**src/rtl/mem_arbiter.sv**
```systemverilog
// mem_arbiter: shares one byte-wide RAM port between instruction fetch (IF)
// and the data-memory stage (MEM). One request is served at a time and is
// split into back-to-back byte accesses. Read bytes are assembled
// little-endian (with optional sign extension for MEM loads), and every
// request finishes with a single-cycle done pulse on the granted port.
module mem_arbiter #(
  parameter int ADDR_W = 32,
  parameter int RD_LAT = 2
) (
  input  logic              clk,
  input  logic              rst,
  input  logic              if_req,
  input  logic [ADDR_W-1:0] if_addr,
  output logic [31:0]       if_rdata,
  output logic              if_done,
  input  logic              d_req,
  input  logic              d_we,
  input  logic [1:0]        d_len,
  input  logic              d_sext,
  input  logic [ADDR_W-1:0] d_addr,
  input  logic [31:0]       d_wdata,
  output logic [31:0]       d_rdata,
  output logic              d_done,
  output logic [ADDR_W-1:0] ram_addr,
  output logic [7:0]        ram_dout,
  output logic              ram_wr,
  input  logic [7:0]        ram_din,
  output logic              busy
);

  typedef enum logic [1:0] {
    IDLE = 2'd0,
    RD   = 2'd1,
    WR   = 2'd2,
    DONE = 2'd3
  } state_t;

  // Read latency in the widths used by the byte-capture bookkeeping.
  localparam logic [2:0] LAT3 = 3'(RD_LAT);
  localparam logic [1:0] LAT2 = 2'(RD_LAT);

  state_t            state;

  // Latched copy of the granted request.
  logic [ADDR_W-1:0] base_addr;
  logic [1:0]        last_idx;   // transfer length minus one (0, 1 or 3)
  logic              sext_q;
  logic              port_d;     // 1 = MEM owns the transfer, 0 = IF
  logic [31:0]       wdata_q;

  // Edges elapsed since the grant edge, and the read assembly buffer.
  logic [2:0]        cyc;
  logic [31:0]       rbuf;

  // Grant candidate selected from the requesters.
  logic              g_valid;
  logic              g_port_d;
  logic [ADDR_W-1:0] g_addr;
  logic              g_we;
  logic              g_sext;
  logic [31:0]       g_wdata;
  logic [1:0]        g_last;

  // Per-cycle transfer bookkeeping.
  logic              issue_now;
  logic              cap_now;
  logic [1:0]        cap_idx;
  logic              last_cap;
  logic              wr_last;
  logic [31:0]       merged;

  // Picks byte k of a little-endian word.
  function automatic logic [7:0] byte_of(input logic [31:0] w, input logic [1:0] k);
    logic [7:0] b;
    case (k)
      2'd0:    b = w[7:0];
      2'd1:    b = w[15:8];
      2'd2:    b = w[23:16];
      default: b = w[31:24];
    endcase
    return b;
  endfunction

  // Applies byte/half/word load formatting; IF always passes len 3, sext 0.
  function automatic logic [31:0] format_load(input logic [31:0] raw,
                                              input logic [1:0]  li,
                                              input logic        sx);
    logic [31:0] r;
    case (li)
      2'd0:    r = {{24{sx & raw[7]}}, raw[7:0]};
      2'd1:    r = {{16{sx & raw[15]}}, raw[15:0]};
      default: r = raw;
    endcase
    return r;
  endfunction

  assign busy = (state != IDLE);

  // MEM wins over IF whenever both request in IDLE.
  always_comb begin
    g_valid  = d_req | if_req;
    g_port_d = d_req;
    g_addr   = if_addr;
    g_we     = 1'b0;
    g_sext   = 1'b0;
    g_wdata  = '0;
    g_last   = 2'd3;
    if (d_req) begin
      g_addr  = d_addr;
      g_we    = d_we;
      g_sext  = d_sext;
      g_wdata = d_wdata;
      g_last  = d_len[1] ? 2'd3 : {1'b0, d_len[0]};
    end
  end

  // Decides which byte is issued / captured at the coming edge.
  always_comb begin
    issue_now = (cyc <= {1'b0, last_idx});
    cap_now   = (cyc >= LAT3);
    cap_idx   = cyc[1:0] - LAT2;
    last_cap  = (cyc == ({1'b0, last_idx} + LAT3));
    wr_last   = (cyc == ({1'b0, last_idx} + 3'd1));
  end

  // Read buffer with the byte arriving this cycle dropped into its lane.
  always_comb begin
    merged = rbuf;
    case (cap_idx)
      2'd0:    merged[7:0]   = ram_din;
      2'd1:    merged[15:8]  = ram_din;
      2'd2:    merged[23:16] = ram_din;
      default: merged[31:24] = ram_din;
    endcase
  end

  // Arbitration/transfer FSM driving every registered output.
  always_ff @(posedge clk or posedge rst) begin
    if (rst) begin
      state     <= IDLE;
      base_addr <= '0;
      last_idx  <= 2'd0;
      sext_q    <= 1'b0;
      port_d    <= 1'b0;
      wdata_q   <= '0;
      cyc       <= 3'd0;
      rbuf      <= '0;
      ram_addr  <= '0;
      ram_dout  <= 8'h00;
      ram_wr    <= 1'b0;
      if_rdata  <= '0;
      d_rdata   <= '0;
      if_done   <= 1'b0;
      d_done    <= 1'b0;
    end else begin
      case (state)
        IDLE: begin
          if (g_valid) begin
            base_addr <= g_addr;
            last_idx  <= g_last;
            sext_q    <= g_sext;
            port_d    <= g_port_d;
            wdata_q   <= g_wdata;
            cyc       <= 3'd1;
            rbuf      <= '0;
            ram_addr  <= g_addr;
            ram_wr    <= g_we;
            ram_dout  <= g_we ? g_wdata[7:0] : 8'h00;
            state     <= g_we ? WR : RD;
          end
        end

        WR: begin
          if (wr_last) begin
            ram_wr   <= 1'b0;
            ram_addr <= '0;
            ram_dout <= 8'h00;
            state    <= DONE;
            if (port_d) begin
              d_done <= 1'b1;
            end else begin
              if_done <= 1'b1;
            end
          end else begin
            ram_addr <= base_addr + ADDR_W'(cyc);
            ram_dout <= byte_of(wdata_q, cyc[1:0]);
            cyc      <= cyc + 3'd1;
          end
        end

        RD: begin
          if (cap_now) begin
            rbuf <= merged;
          end
          if (last_cap) begin
            ram_addr <= '0;
            state    <= DONE;
            if (port_d) begin
              d_rdata <= format_load(merged, last_idx, sext_q);
              d_done  <= 1'b1;
            end else begin
              if_rdata <= merged;
              if_done  <= 1'b1;
            end
          end else begin
            if (issue_now) begin
              ram_addr <= base_addr + ADDR_W'(cyc);
            end
            cyc <= cyc + 3'd1;
          end
        end

        DONE: begin
          if_done <= 1'b0;
          d_done  <= 1'b0;
          state   <= IDLE;
        end

        default: state <= IDLE;
      endcase
    end
  end

endmodule
```
**config.mk**
```make
export PLATFORM = sky130hd
export DESIGN_NAME = mem_arbiter
export DESIGN_NICKNAME = d
export VERILOG_FILES = /design/src/rtl/mem_arbiter.sv
export SDC_FILE = /design/constraint.sdc
export NUM_CORES = 1
export LEC_CHECK = 0
export ABC_AREA = 1
export BUFFER_PORTS_ARGS = -buffer_cell sky130_fd_sc_hd__buf_4
export CORE_UTILIZATION = 57
export CTS_BUF_LIST = sky130_fd_sc_hd__clkbuf_8
export CTS_CLUSTER_SIZE = 14
export DETAILED_ROUTE_END_ITERATION = 10
export GPL_TIMING_DRIVEN = 0
export PLACE_DENSITY = 0.82
export SLEW_MARGIN = 20
export SYNTH_ARGS = -nofsm -noshare
export SYNTH_HDL_FRONTEND = slang
export SYNTH_SLANG_ARGS = --single-unit
```
**constraint.sdc**
```tcl
create_clock -name clk -period 8.3 [get_ports clk]
set_input_delay 0 -clock clk [delete_from_list [all_inputs] [get_ports clk]]
set_output_delay 0 -clock clk [all_outputs]
set_load 0.1 [all_outputs]
```
==> out/qor.txt, run 1 <==
fin crit share = 0.308
outcome = completed
most frequent cells in the layout = nand2_1, buf_4, dfrtp_1
antenna violations before repair = 1
critical path peak fanout = 7
Critical Path Sink Type = flop
worst reg-to-reg path cell count = 11
Pins Over Slew Limit = 0
# setup viols final = 0
post-layout util = 0.787
RSZ-0062 raised after global routing = false
Sequential cell area = 5310 µm²
FF+latch count, synth = 212
HPWL after detailed placement = 24100 µm
area leader, netlist = dfrtp_1
CP most frequent cell = nor2_1
final hold vios = 0
cts bufs inserted = 37
port bufs = 218
fraction of registers with async set/reset = 1.00
multi-input logic area = 4770 µm²
Synth area leaders = dfrtp_1, nand2_1, o21ai_0
crit path DAT = 3.00 ns
Worst Path Class, Setup = reg2reg
Pre-antenna DRT Iters = 6
CP startpoint kind = flop
Die X = 140 µm
Post-Syn Instances = 1340
most common cell after layout, fill and taps aside = nand2_1
fin crit period = 2.55 ns
global-route wire length before repair = 55300 µm
Max Fclk = 392 MHz
setup TNS = 0 ns
dominant synthesized flop cell = dfrtp_1
Max-Cap Viols = 0
starting density of the core = 0.582
total setup buffers inserted after CTS = 0
number of remaining DRC errors = 0
CP delay by family, top = simple AND/OR/NAND/NOR gates
Final Skew = 0.0286 ns
CTS tree = done
mean area per synthesized cell = 8.15 µm²
relative slew slack = 0.508
syn nets = 1470
worst flop-to-flop path endpoint = ram_addr[20]
hold path start = d_addr[10]
Core Box Area = 18800 µm²
DR iter-0 viols = 905
Root Buffer = clkbuf_8
Clock H-tree levels = 2
hold depth = 5
Routability Congestion = 0.982
worst skew pair latency = 0.55 ns
crit-path cells = inv_1 -> fa_1 -> inv_1 -> nand3_1 -> nand2_1 -> nand3_1 -> nor2_1 -> nor2_1 -> nor2_1 -> nand2_1 -> a21oi_1
Worst Hold Path EP = ram_addr[10]
IO Pins = 220
clk slew on worst S/H paths = 0.06 ns
Synth Warn # = 0
register area share after synthesis = 0.486
Post-synth EDFFs = 0
clock buffer depth = 3
Fillers = 1264
Die ar. = 19700 µm²
drt wl/cell = 17.9 µm
vias in the first global route = 10822
Worst R2R Start = cyc[1]
Cell Rows = 50
clock sinks = 212
mapped cell area = 10900 µm²
NumNets Final = 1843
R2R Setup Slk = 5.75 ns
WL final = 35200 µm
CP Data Required Time = 8.75 ns
Worst Tran Pin Value = 0.739 ns
worst hold slack = 0.0382 ns
Overflow after GRT = 0
DR vias = 11072
Crit path largest cell delay = 0.48 ns
top cell type's share of synthesized area = 0.486
layout cells sized above 1 = 0.203
HP Class = in2reg
All-Layer GR Usage = 0.360
Routed Antenna Nets = 0
routed vias/inst = 5.61
largest net degree at the start of global routing = 87
Yosys cell types = 41
Critical-path top delay cell = dfrtp_1
Area growth syn-to-layout = 35.1%
Buffers & Inverters on Critical Path = 2
Die H = 140 µm
[synthesized netlist by cell type, types with 8 or more instances]
cell,number
nand2_1,335
dfrtp_1,212
o21ai_0,145
nor2_1,134
inv_1,129
nand3_1,64
a21oi_1,45
mux2i_1,29
nor3_1,26
clkbuf_1,23
o21ai_1,22
buf_2,19
a22o_1,17
ha_1,17
a2bb2oi_1,16
o21ai_2,15
nand2_2,12
inv_2,9
buf_4,8
nand4_1,8
o221ai_1,8
xor2_1,8
[cell type report]
cell class | count | area share
sequential | 212 | 0.359
multi-input combinational | 929 | 0.323
timing repair buffer | 334 | 0.192
clock buffer | 42 | 0.0392
inverter | 139 | 0.0358
buffer | 60 | 0.0225
tap | 234 | 0.0198
clock inverter | 21 | 0.00839
antenna | 1 | 0.000169
[through the flow]
stage	setup WS, ns	instances	cell area (µm²)
after floorplan	2.51	1340	10900
after detailed placement	5.83	1794	12900
after CTS	5.77	1971	14800
after global routing	5.57	1972	14800
after global placement	0.300	1792	12900
final	5.75	1972	14800
[flip-flops by register name, summed over array words and instances (netlist names)]
register   flops
wdata_q       32
d_rdata       32
cyc            3
rbuf          32
if_done        1
base_addr     32
d_done         1
state          2
port_d         1
ram_wr         1
ram_addr      32
ram_dout       8
last_idx       2
if_rdata      32
sext_q         1
[kinds of logic after synthesis]
group	count (synthesis)	share of synthesized area
compound gates	278	0.153
xor+xnor	14	0.0112
fa+ha+maj	18	0.0213
buf+inv	199	0.0781
flops	212	0.486
mux	29	0.0266
simple gates	590	0.225
[worst register-to-register path: stages, from the launching register on]
cell and delay, ns:
dfrtp_1 0.48, inv_1 0.24, fa_1 0.48, inv_1 0.10
nand3_1 0.11, nand2_1 0.18, nand3_1 0.23, nor2_1 0.26
nor2_1 0.06, nor2_1 0.10, nand2_1 0.09, a21oi_1 0.14
[timing repair]
action | CTS | global route
hold buffers | 114 | 0
resized for setup | 0 | 0
hold endpoints to repair | 348 | 0
[worst max path at each step]
stage	startpoint	to	slack, ns	cells after the start
floorplan	rst	base_addr[0]	2.51	1
global placement	rst	ram_addr[21]	0.30	2
detailed placement	cyc[1]	ram_addr[20]	5.83	11
CTS	cyc[1]	ram_addr[20]	5.77	11
global route	cyc[1]	ram_addr[20]	5.57	11
finish	cyc[1]	ram_addr[20]	5.75	11
[per-layer routing]
metal | track usage | routed length [µm]
met5 | 0 | 0
met4 | 0.180 | 1610
met3 | 0.0598 | 2780
met1 | 0.452 | 13900
met2 | 0.605 | 16900
Power of run 1 is not shown: default switching activity piles up to over one toggle a cycle in this logic, so the estimate is an artifact.
==> run 2: changes to the inputs <==
--- a/config.mk
+++ b/config.mk
@@ -7,12 +7,12 @@
 export LEC_CHECK = 0
 export ABC_AREA = 1
 export BUFFER_PORTS_ARGS = -buffer_cell sky130_fd_sc_hd__buf_4
-export CORE_UTILIZATION = 57
+export CORE_UTILIZATION = 52
 export CTS_BUF_LIST = sky130_fd_sc_hd__clkbuf_8
 export CTS_CLUSTER_SIZE = 14
 export DETAILED_ROUTE_END_ITERATION = 10
 export GPL_TIMING_DRIVEN = 0
-export PLACE_DENSITY = 0.82
+export PLACE_DENSITY = 0.79
 export SLEW_MARGIN = 20
 export SYNTH_ARGS = -nofsm -noshare
 export SYNTH_HDL_FRONTEND = slang
==> constraint.sdc (replaced) <==
create_clock -name clk -period 2.05 [get_ports clk]
set_input_delay 0 -clock clk [delete_from_list [all_inputs] [get_ports clk]]
set_output_delay 0 -clock clk [all_outputs]
set_load 0.1 [all_outputs]
==> run 2 against run 1 <==
Effect of this change: sequential share of layout area shrank 2.8 points; global-route usage fell by 2.2 points; wire length is 11% higher; first-iteration DRC count grew 10%; highest routed layer unchanged; core utilization fell by 0.18 points; non-clock buffer count is 46 higher; cell count is 4.4% higher; die area grew 9.5%; the flow now finishes with violations (setup timing); worst hold slack improved by 0.020 ns.
==> out/qor.txt, run 2 (same netlist as run 1, synthesis figures left out) <==
outcome = complete, but fails checks
failing checks = setup timing
worst reg-to-reg path cell count = 10 (-1)
Worst R2R Start = cyc[1]
clock sinks = 212 (unchanged)
CP startpoint kind = flop
IO Pins = 220 (unchanged)
worst skew pair latency = 0.56 ns (about the same)
Crit path largest cell delay = 0.49 ns (about the same)
drt wl/cell = 19.0 µm (+6.1%)
fin crit period = 2.13 ns (-0.422 ns)
cts bufs inserted = 37 (unchanged)
Core Box Area = 20400 µm² (+8.9%)
Max Fclk = 469 MHz (+20%)
Worst Tran Pin Value = 0.623 ns (-0.116 ns)
port bufs = 218 (unchanged)
All-Layer GR Usage = 0.339 (-0.0215)
Routed Antenna Nets = 0 (unchanged)
post-layout util = 0.785 (-0.00182)
CP Data Required Time = 2.46 ns (-6.29 ns)
RSZ-0062 raised after global routing = true
Max-Cap Viols = 0 (unchanged)
worst flop-to-flop path endpoint = ram_addr[0]
Critical-path top delay cell = dfrtp_2
relative slew slack = 0.584 (+0.0764)
hold path start = d_addr[24]
Worst Path Class, Setup = reg2reg
Cell Rows = 52 (+4.0%)
R2R Setup Slk = -0.08 ns (-5.83 ns)
Worst Slack Setup Final = -0.0812 ns (-5.83 ns)
Final Skew = 0.0341 ns (+0.00552 ns)
Die ar. = 21600 µm² (+9.5%)
Pre-antenna DRT Iters = 5 (-1)
most common cell after layout, fill and taps aside = nand2_1
uppermost layer routed = met4
Clock H-tree levels = 2 (unchanged)
Overflow after GRT = 0 (unchanged)
met2 WL post-DR = 19200 µm (+14%)
M1 WL = 14600 µm (+4.9%)
CTS tree = done
NumNets Final = 1890 (+2.6%)
Pins Over Slew Limit = 0 (unchanged)
antenna violations before repair = 1 (unchanged)
routed vias/inst = 5.66 (+0.73%)
fin crit share = 1.04 (+0.732)
Fillers = 1331 (+5.3%)
Area growth syn-to-layout = 46.7%
clk slew on worst S/H paths = 0.06 ns (about the same)
Root Buffer = clkbuf_8
# setup viols final = 41 (+41)
global-route wire length before repair = 57700 µm (+4.3%)
vias in the first global route = 11325 (+4.6%)
DR iter-0 viols = 999 (+10%)
number of remaining DRC errors = 0 (unchanged)
Die H = 147 µm (+4.6%)
hold depth = 5 (unchanged)
clock buffer depth = 3 (unchanged)
Routability Congestion = 0.946 (-3.6%)
WL final = 39000 µm (+11%)
Sequential cell area = 5310 µm² (about the same)
crit-path cells = ha_4 -> inv_1 -> o21bai_1 -> nand2_1 -> a21oi_4 -> nor2_4 -> buf_12 -> buf_4 -> nor2_1 -> a21oi_1
met3 wire len = 3150 µm (+13%)
Die X = 147 µm (+4.6%)
critical path peak fanout = 6 (-1)
crit path DAT = 2.54 ns (-0.46 ns)
layout cells sized above 1 = 0.282 (+0.0792)
starting density of the core = 0.535 (-0.0474)
DR vias = 11645 (+5.2%)
most frequent cells in the layout = nand2_1, buf_4, dfrtp_1
largest net degree at the start of global routing = 36 (-59%)
HPWL after detailed placement = 24400 µm (+1.4%)
multi-input logic area = 5250 µm² (+10%)
Critical Path Sink Type = flop
HP Class = in2reg
Worst Hold Path EP = ram_addr[24]
final hold vios = 0 (unchanged)
-- run 2: what timing repair did --
item / in CTS / in global routing
hold buffers: 114 / 0
resized for setup: 36 / 152
endpoints found under the setup margin: 155 / 158
gates cloned: 2 / 8
pin swaps: 6 / 28
setup buffers: 8 / 28
endpoints found under the hold margin: 282 / 0
-- run 2: per-stage QoR --
| stage | std cells | cell area [µm²] | hold WS (ns) | worst slack [ns] | setup TNS (ns) |
|---|---|---|---|---|---|
| CTS | 2022 | 15100 | 0.0284 | -0.00789 | -0.00789 |
| global route | 2059 | 16000 | 0.0740 | -0.175 | -5.11 |
| finish | 2059 | 16000 | 0.0577 | -0.0812 | -0.930 |
| detailed placement | 1834 | 13000 | 0.111 | -0.415 | -18.02 |
| floorplan | 1340 | 10900 | 0.121 | -0.706 | -149.71 |
| global placement | 1828 | 12900 | 0.213 | -1.97 | -425.70 |
-- run 2: critical path: cells and delay by family (launching register included) --
| family | cells | cell delay, ns |
|---|---|---|
| and+or+nand+nor | 3 | 0.32 |
| AOI/OAI and AO/OA | 3 | 0.48 |
| buffers and inverters | 3 | 0.37 |
| adders and majority gates | 1 | 0.33 |
| DFF | 1 | 0.49 |
-- run 2: routing by layer --
layer	vias up	GRT usage
met2	723	0.570
met5	-	0
met1	5546	0.420
met3	165	0.0658
met4	0	0.162
li1	5211	-
-- run 2: worst max path at each step --
stage | startpoint | endpoint | slack, ns | cells past startpoint
floorplan | rst | base_addr[0] | -0.71 | 1
global placement | rst | ram_addr[16] | -1.97 | 2
detailed placement | cyc[1] | ram_addr[14] | -0.42 | 10
CTS | cyc[0] | ram_addr[28] | -0.008 | 11
global route | cyc[0] | ram_addr[20] | -0.17 | 12
finish | cyc[1] | ram_addr[0] | -0.08 | 10
-- run 2: final cells by class --
class | count | share of cell area
clock inverters | 24 | 0.0122
flip-flops and latches | 212 | 0.331
clock buffers | 43 | 0.0369
multi-input cells | 930 | 0.327
diodes | 1 | 0.000156
inverters | 139 | 0.0337
repair buffers | 383 | 0.212
plain buffers | 57 | 0.0257
well taps | 270 | 0.0211
Power of run 2 is left out for the same reason.
==> run 3: changes to the inputs <==
--- a/config.mk
+++ b/config.mk
@@ -7,11 +7,11 @@
 export LEC_CHECK = 0
 export ABC_AREA = 1
 export BUFFER_PORTS_ARGS = -buffer_cell sky130_fd_sc_hd__buf_4
+export CORE_MARGIN = 2
 export CORE_UTILIZATION = 52
 export CTS_BUF_LIST = sky130_fd_sc_hd__clkbuf_8
 export CTS_CLUSTER_SIZE = 14
 export DETAILED_ROUTE_END_ITERATION = 10
-export GPL_TIMING_DRIVEN = 0
 export PLACE_DENSITY = 0.79
 export SLEW_MARGIN = 20
 export SYNTH_ARGS = -nofsm -noshare
==> run 3 against run 2 <==
Effect of this change: the run now ends clean; cell area is 4.6% lower; sequential cell count is the same; non-clock buffer count fell by 45; core utilization decreased by 5.0 points; first-iteration DRC count fell by 27%; worst setup slack gained 0.13 ns; global-route usage fell by 3.8 points; clock skew fell by 0.017 ns; register-to-register slack improved by 0.13 ns; critical path depth is the same; largest cell class unchanged; highest routed layer unchanged.
==> out/qor.txt, run 3 (same netlist as run 1, synthesis figures left out) <==
Area growth syn-to-layout = 40.0%
cts bufs inserted = 36 (-2.7%)
most common cell after layout, fill and taps aside = nand2_1
Final Skew = 0.0166 ns (-0.0175 ns)
Routed Antenna Nets = 0 (unchanged)
number of remaining DRC errors = 0 (unchanged)
Worst Hold Path EP = ram_addr[0]
Die X = 149 µm (+1.4%)
Worst Tran Pin Value = 0.519 ns (-0.103 ns)
worst skew pair latency = 0.54 ns (-0.02 ns)
worst reg-to-reg path cell count = 10 (unchanged)
hold path start = if_addr[0]
All-Layer GR Usage = 0.300 (-0.0384)
Pins Over Slew Limit = 0 (unchanged)
Core Box Area = 20800 µm² (+1.9%)
HP Class = in2reg
clock sinks = 212 (unchanged)
Clock H-tree levels = 2 (unchanged)
critical path peak fanout = 6 (unchanged)
crit path DAT = 2.47 ns (-0.07 ns)
Die H = 149 µm (+1.4%)
Crit path largest cell delay = 0.38 ns (-0.11 ns)
# setup viols final = 0 (-100%)
hold depth = 5 (unchanged)
Pre-antenna DRT Iters = 5 (unchanged)
Die ar. = 22200 µm² (+2.7%)
port bufs = 219 (+0.46%)
clk slew on worst S/H paths = 0.06 ns (about the same)
antenna violations before repair = 1 (unchanged)
final hold vios = 0 (unchanged)
vias in the first global route = 10843 (-4.3%)
HPWL after detailed placement = 22000 µm (-9.6%)
layout cells sized above 1 = 0.243 (-0.0385)
CP Data Required Time = 2.51 ns (+0.05 ns)
DR vias = 10981 (-5.7%)
RSZ-0062 raised after global routing = true
Max-Cap Viols = 0 (unchanged)
Critical Path Sink Type = flop
Critical-path top delay cell = dfrtp_1
drt wl/cell = 17.1 µm (-10%)
routed vias/inst = 5.46 (-3.4%)
relative slew slack = 0.652 (+0.0684)
largest net degree at the start of global routing = 65 (+81%)
most frequent cells in the layout = nand2_1, buf_4, dfrtp_1
WL final = 34300 µm (-12%)
fin crit share = 0.978 (-0.0614)
clock buffer depth = 3 (unchanged)
CTS tree = done
post-layout util = 0.734 (-0.0504)
Worst Path Class, Setup = reg2reg
Overflow after GRT = 0 (unchanged)
DR iter-0 viols = 726 (-27%)
NumNets Final = 1843 (-2.5%)
Root Buffer = clkbuf_8
Cell Rows = 53 (+1.9%)
starting density of the core = 0.525 (-0.0101)
Max Fclk = 499 MHz (+6.3%)
worst flop-to-flop path endpoint = ram_addr[27]
crit-path cells = buf_6 -> ha_4 -> a21oi_1 -> nand3_2 -> nand2_2 -> buf_6 -> a21oi_4 -> clkbuf_16 -> nand3_2 -> a21oi_2
outcome = completed
fin crit period = 2.01 ns (-0.126 ns)
IO Pins = 220 (unchanged)
R2R Setup Slk = 0.04 ns (+0.13 ns)
Worst R2R Start = last_idx[0]
global-route wire length before repair = 53400 µm (-7.4%)
CP startpoint kind = flop
Routability Congestion = 0.932 (-1.5%)
[run 3: how the worst max path moves through the flow]
stage              endpoint   startpoint  slack, ns  depth (start not counted)
6_report       ram_addr[27]  last_idx[0]       0.04                         10
3_5_place_dp   ram_addr[20]       cyc[0]      -0.05                         12
4_1_cts        ram_addr[30]       cyc[0]      0.009                         13
2_1_floorplan  base_addr[0]          rst      -0.71                          1
3_3_place_gp   ram_addr[16]       cyc[0]       0.01                         12
5_1_grt         ram_addr[5]  last_idx[1]      -0.05                         11
[run 3: cell type report]
cell class | instances | area [µm²]
multi-input combinational | 929 | 4970
timing repair buffer | 395 | 3480
inverter | 139 | 529
antenna | 1 | 2.50
clock inverter | 21 | 145
tap | 275 | 344
sequential | 212 | 5310
fill | 1461 | 5530
clock buffer | 38 | 523
[run 3: timing repair]
action                                  4_1_cts  5_1_grt
hold endpoints to repair                    346        0
gates cloned                                  0        4
endpoints found under the setup margin        8      100
pin swaps                                     0       12
hold buffers                                112        0
setup buffers                                 0        7
resized for setup                             4       54
[run 3: routing by layer]
metal	vias to the layer above	track usage	wire length (µm)
met1	5225	0.371	13400
met4	0	0.140	1420
met5	-	0	0
li1	5106	-	-
met2	539	0.515	17100
met3	111	0.0502	2370
[run 3: stage by stage]
step	setup TNS, ns	cells	hold WS, ns	setup WS [ns]	instance area [µm²]
after global routing	-0.334	2010	0.0183	-0.0460	15300
after CTS	0	1998	0.00413	0.00891	14900
final	0	2010	0.0326	0.0445	15300
after floorplan	-149.71	1340	0.121	-0.706	10900
after detailed placement	-0.113	1827	0.0201	-0.0510	13100
after global placement	0	1827	0.0115	0.0138	13100
[run 3: critical path: cells and delay by family, from the launching register on]
kind                       cells  cell delay, ns
adders and majority gates      1            0.27
buffers and inverters          3            0.51
DFF                            1            0.38
and+or+nand+nor                3            0.28
AOI/OAI and AO/OA              3            0.48
Power of run 3 is left out for the same reason.
